===== config.mk =====
export PLATFORM = sky130hd
export DESIGN_NAME = first_signal_detector_n
export DESIGN_NICKNAME = d
export VERILOG_FILES = /design/src/rtl/first_signal_detector_n.sv
export SDC_FILE = /design/constraint.sdc
export NUM_CORES = 1
export LEC_CHECK = 0
export ABC_AREA = 1
export BUFFER_PORTS_ARGS = -buffer_cell sky130_fd_sc_hd__clkbuf_2
export CAP_MARGIN = 25
export CORE_MARGIN = 2
export CORE_UTILIZATION = 49
export CTS_CLUSTER_SIZE = 8
export DETAILED_ROUTE_END_ITERATION = 10
export PLACE_DENSITY = 0.69
export SYNTH_ARGS = -nofsm -noshare
export SYNTH_HDL_FRONTEND = slang
export SYNTH_SLANG_ARGS = --single-unit

===== constraint.sdc =====
create_clock -name clk -period 3.5 [get_ports clk]
set_clock_uncertainty 0.15 [all_clocks]
set_input_delay 0.7 -clock clk [delete_from_list [all_inputs] [get_ports clk]]
set_output_delay 0.7 -clock clk [all_outputs]
set_load 0.02 [all_outputs]

===== src/rtl/first_signal_detector_n.sv =====
// ---------------------------------------------------------------------------
// first_signal_detector_n
//   N-channel, re-armable first-arrival detector. After an arm request it
//   watches the channels, captures which one(s) hit first, locks that result
//   and offers it through a valid/ack handshake. It also reports the
//   arm-to-hit latency and an optional window timeout.
//
// Parameters
//   N_CH       number of monitored channels (>= 2)
//   CNT_W      width of the latency counter, elapsed and timeout_lim
//   EDGE_MODE  0: a channel hits while high; 1: only on a 0->1 edge
//
// Ports
//   clk          system clock
//   rst          asynchronous active-high reset
//   arm          request a new detection window
//   sig          monitored channels
//   timeout_lim  window length in cycles, 0 disables the timeout
//   ack          consumer accepts the current result
//   busy         high while a window is open (ARMED)
//   valid        result available (LOCKED or TIMEOUT)
//   lock_mask    channels that hit on the capture cycle
//   winner_idx   lowest set bit of lock_mask
//   tie          more than one bit set in lock_mask
//   elapsed      ARMED cycles before the hit, or timeout_lim on timeout
//   timed_out    window expired with no hit
//
// Build option
//   FSD_INPUT_SYNC_EN  when defined, sig passes through a 2-flop synchroniser
//                      before the hit logic (capture latency +2 cycles).
// ---------------------------------------------------------------------------
module first_signal_detector_n #(
    parameter int N_CH      = 3,
    parameter int CNT_W     = 16,
    parameter bit EDGE_MODE = 1'b0
) (
    input  logic                                      clk,
    input  logic                                      rst,
    input  logic                                      arm,
    input  logic [N_CH-1:0]                           sig,
    input  logic [CNT_W-1:0]                          timeout_lim,
    input  logic                                      ack,
    output logic                                      busy,
    output logic                                      valid,
    output logic [N_CH-1:0]                           lock_mask,
    output logic [((N_CH > 1) ? $clog2(N_CH) : 1)-1:0] winner_idx,
    output logic                                      tie,
    output logic [CNT_W-1:0]                          elapsed,
    output logic                                      timed_out
);

    localparam int IDX_W = (N_CH > 1) ? $clog2(N_CH) : 1;
    localparam logic [N_CH-1:0]  CH_ONE  = N_CH'(1);
    localparam logic [CNT_W-1:0] CNT_ONE = CNT_W'(1);

    typedef enum logic [1:0] {
        IDLE    = 2'd0,
        ARMED   = 2'd1,
        LOCKED  = 2'd2,
        TIMEOUT = 2'd3
    } state_t;

    state_t           state;
    logic [CNT_W-1:0] counter;
    logic [N_CH-1:0]  sig_s;
    logic [N_CH-1:0]  sig_q;
    logic [N_CH-1:0]  hit;
    logic [IDX_W-1:0] hit_idx;
    logic             hit_found;
    logic             hit_multi;
    logic             window_end;

`ifdef FSD_INPUT_SYNC_EN
    logic [N_CH-1:0] sync1;
    logic [N_CH-1:0] sync2;

    always_ff @(posedge clk or posedge rst) begin
        if (rst) begin
            sync1 <= '0;
            sync2 <= '0;
        end else begin
            sync1 <= sig;
            sync2 <= sync1;
        end
    end

    assign sig_s = sync2;
`else
    assign sig_s = sig;
`endif

    // Previous-cycle copy runs in every state so that a channel already high
    // when the window opens does not count as an edge.
    always_ff @(posedge clk or posedge rst) begin
        if (rst) begin
            sig_q <= '0;
        end else begin
            sig_q <= sig_s;
        end
    end

    assign hit = EDGE_MODE ? (sig_s & ~sig_q) : sig_s;

    // x & (x-1) clears the lowest set bit; anything left means a tie.
    assign hit_multi  = |(hit & (hit - CH_ONE));
    assign window_end = (timeout_lim != '0) && (counter == timeout_lim - CNT_ONE);

    always_comb begin
        hit_idx   = '0;
        hit_found = 1'b0;
        for (int unsigned i = 0; i < N_CH; i++) begin
            if (hit[i] && !hit_found) begin
                hit_idx   = IDX_W'(i);
                hit_found = 1'b1;
            end
        end
    end

    always_ff @(posedge clk or posedge rst) begin
        if (rst) begin
            state      <= IDLE;
            counter    <= '0;
            busy       <= 1'b0;
            valid      <= 1'b0;
            lock_mask  <= '0;
            winner_idx <= '0;
            tie        <= 1'b0;
            elapsed    <= '0;
            timed_out  <= 1'b0;
        end else begin
            case (state)
                IDLE: begin
                    if (arm) begin
                        state      <= ARMED;
                        counter    <= '0;
                        busy       <= 1'b1;
                        valid      <= 1'b0;
                        lock_mask  <= '0;
                        winner_idx <= '0;
                        tie        <= 1'b0;
                        elapsed    <= '0;
                        timed_out  <= 1'b0;
                    end
                end

                ARMED: begin
                    if (hit != '0) begin
                        // A hit takes priority over a timeout on the same cycle.
                        state      <= LOCKED;
                        busy       <= 1'b0;
                        valid      <= 1'b1;
                        lock_mask  <= hit;
                        winner_idx <= hit_idx;
                        tie        <= hit_multi;
                        elapsed    <= counter;
                    end else if (window_end) begin
                        state      <= TIMEOUT;
                        busy       <= 1'b0;
                        valid      <= 1'b1;
                        timed_out  <= 1'b1;
                        lock_mask  <= '0;
                        elapsed    <= timeout_lim;
                    end else if (counter != '1) begin
                        counter <= counter + CNT_ONE;
                    end
                end

                LOCKED, TIMEOUT: begin
                    if (ack) begin
                        valid <= 1'b0;
                        if (arm) begin
                            state      <= ARMED;
                            counter    <= '0;
                            busy       <= 1'b1;
                            lock_mask  <= '0;
                            winner_idx <= '0;
                            tie        <= 1'b0;
                            elapsed    <= '0;
                            timed_out  <= 1'b0;
                        end else begin
                            state <= IDLE;
                        end
                    end
                end

                default: begin
                    state <= IDLE;
                end
            endcase
        end
    end

endmodule


==> run metrics <==
Synth Register Bits 42; top cells by count, synth 148 x nand2_1, 59 x nand3_1, 49 x inv_1, 49 x nor2_1, 42 x dfrtp_1; ys async rst share 100%; CTS Buf Count 5; post-CTS resize count 0; via count of the first global-routing pass 2975; DRC 0; n_diodes 0; VDD IR max 0.354 mV; max_cap viols 0; Die Wd 82.4 µm; clock root buffer clkbuf_8; FP Rows 28; largest net degree at the start of global routing 43; combinational share of power between 30% and 40%; Int Power approximately 0.0009 W; Placeable Area 5920 µm²; synthesized cell area between 3000 and 4000 µm²; top-area cell type share of the netlist area 34.9%; fin crit share 79.0%; DR WL/cell 14.5 µm; Area growth syn-to-layout 12.4%; Worst EP required around 3600 ps; Cells after Synth 443; most common cell in the netlist nand2_1; Reg power frac 38.2%; cts hold-fix bufs 0; Netlist cell types 34; Worst-Margin Slew 677 ps; final WL 8180 µm; critical path launch point timeout_lim[0]; RR Startpoint counter[1]$_DFFE_PP0P_; # clock sinks 42; DR vias 3024; Worst-Skew Late Latency approximately 310 ps; P_sw 0.000621 W; Crit path largest cell delay approximately 340 ps; ys flop type dfrtp_1; final setup TNS 0 ps; CTS Buffer Depth 2; Post-Route Utilization 57.3%; sequential cell area between 1000 and 1500 µm²; die height 82.4 µm; Filler Cells Inserted 592; final hold violations 0; top cells by area, synth dfrtp_1 35%, nand2_1 18%, nand3_1 9.8%, inv_1 6.1%, nor2_1 6.1%; H-tree depth 2; Post-DRT Antenna Nets 0; die area between 6000 and 7000 µm²; Clock transition at path regs around 90 ps; CTS tree built; crit-path most repeated cell nand2_1; Setup crit end kind register; critical path peak fanout 16; port bufs 47; Worst Setup Path Type in -> reg; sequential share of the synthesized area a little over a third; # nets final approximately 510; Global Route Usage Sum 26.3%; Worst path slowest cell nand2_2; status finished, final reports clean; DR vias/cell 5.36; critical path startpoint category input port; CP Cell Sequence clkbuf_2 -> inv_1 -> ha_1 -> nand2_1 -> nor2_2 -> nand2_1 -> xor2_1 -> inv_1 -> nor2_1 -> nand3_1 -> nand2_2 -> nand2_1 -> nand2_2 -> nand2_1 -> nand2_1; EDFF count, synth 0; Max Slew Vio Count 0; drt pass-1 iters 4; Multi-input gate area 1670 µm²; RSZ-0062 raised after global routing false; Power Dens Cells 448 nW/µm²; min cycle time layout 2770 ps; smallest hold slack 334 ps; Slew HR between 50 and 60%; Sw Ratio 40.8%; layout cell share with drive strength beyond 1 15.3%; Mapped Nets 469; leakage power about 1.8 nW; WP data arrival 2870 ps; GRT overflow 0; Synthesis Warnings 0; Detailed Route Iter0 Violations 169; Starting Density 50.9%; Min-Delay Path Class in -> async; area leader, netlist dfrtp_1; DPL Wire Length 6310 µm; highest clock rate 362 MHz; initial antenna violation count 0; first-pass GRT wire length 13600 µm; I/O pins 48; clock power share 27.4%; routability cong. 0.969; Avg Inst Size Synth 6.81 µm²; Post-CTS Setup Inserts 0; final setup vio count 0
-- cell usage in the layout, fill, tap and decap left out, types with 5 or more instances in the layout --
| cell type | count |
|---|---|
| clkbuf_8 | 5 |
| nand3_1 | 59 |
| dfrtp_1 | 42 |
| o21ai_0 | 10 |
| nand2_1 | 148 |
| nor2_1 | 49 |
| o22ai_1 | 9 |
| xnor2_1 | 7 |
| buf_4 | 5 |
| clkbuf_2 | 47 |
| xor2_1 | 19 |
| inv_1 | 49 |
-- logic make-up after synthesis --
kind of cell	share of synthesized area, %
adder cells (fa/ha/maj)	1.24
buffers and inverters	9.83
flip-flops	34.9
AND/OR/NAND/NOR	41.8
XOR/XNOR	7.55
AO/OA/AOI/OAI	4.69
-- power groups by stage --
stage / sequential (W) / clock, W / combinational, W
detailed placement: 0.000590 / 0 / 0.000525
global route: 0.000589 / 0.000441 / 0.000585
finish: 0.000580 / 0.000417 / 0.000523
floorplan: 0.000651 / 0 / 0.000329
CTS: 0.000580 / 0.000422 / 0.000527
global placement: 0.000589 / 0 / 0.000520
-- stage by stage --
stage | cell area [µm²] | power (W) | cells | setup WS (ps)
3_5_place_dp | 3270 | 0.00112 | 556 | 386
6_report | 3390 | 0.00152 | 564 | 734
3_3_place_gp | 3270 | 0.00111 | 556 | 469
2_1_floorplan | 3020 | 0.000981 | 443 | 975
5_1_grt | 3390 | 0.00162 | 564 | 400
4_1_cts | 3390 | 0.00153 | 564 | 713
-- final timing paths --
check                                       endpoint  cells past startpoint  slack [ps]
min in group clk               timed_out$_DFFE_PP0P_                      2         350
setup reg to reg             counter[15]$_DFFE_PP0P_                     11         920
max in group asynchronous    counter[10]$_DFFE_PP0P_                      3        2500
setup / recovery              elapsed[1]$_DFFE_PP0P_                     15         730
hold / removal             winner_idx[1]$_DFFE_PP0P_                      3         330
hold reg to reg                timed_out$_DFFE_PP0P_                      2         350
-- cell type report --
type                    count  area share [%]
clock inverters             3            1.44
repair buffers             52            8.04
clock buffers               5            2.03
multi-input cells         337            49.2
flip-flops and latches     42            31.0
inverters                  50            5.54
well taps                  75            2.77
-- layer usage --
metal / track usage (%) / vias up / wire length, µm
met2: 41.5 / 116 / 3770
met1: 35.1 / 1399 / 3520
met3: 4.35 / 20 / 597
met4: 12.3 / 0 / 299
li1: - / 1489 / -
met5: 0 / - / 0
-- critical path: cells and delay by family --
| kind | cells | cell delay, ps |
|---|---|---|
| buffers and inverters | 3 | 300 |
| XOR/XNOR | 1 | 130 |
| adder cells (fa/ha/maj) | 1 | 230 |
| AND/OR/NAND/NOR | 10 | 1510 |
-- sequential cells by signal (all words and copies together), names as in the netlist --
register,cells
counter,16
elapsed,16
lock_mask,3
winner_idx,2
busy,1
state,1
tie,1
timed_out,1
valid,1
Power figures use the tool's default switching activity.
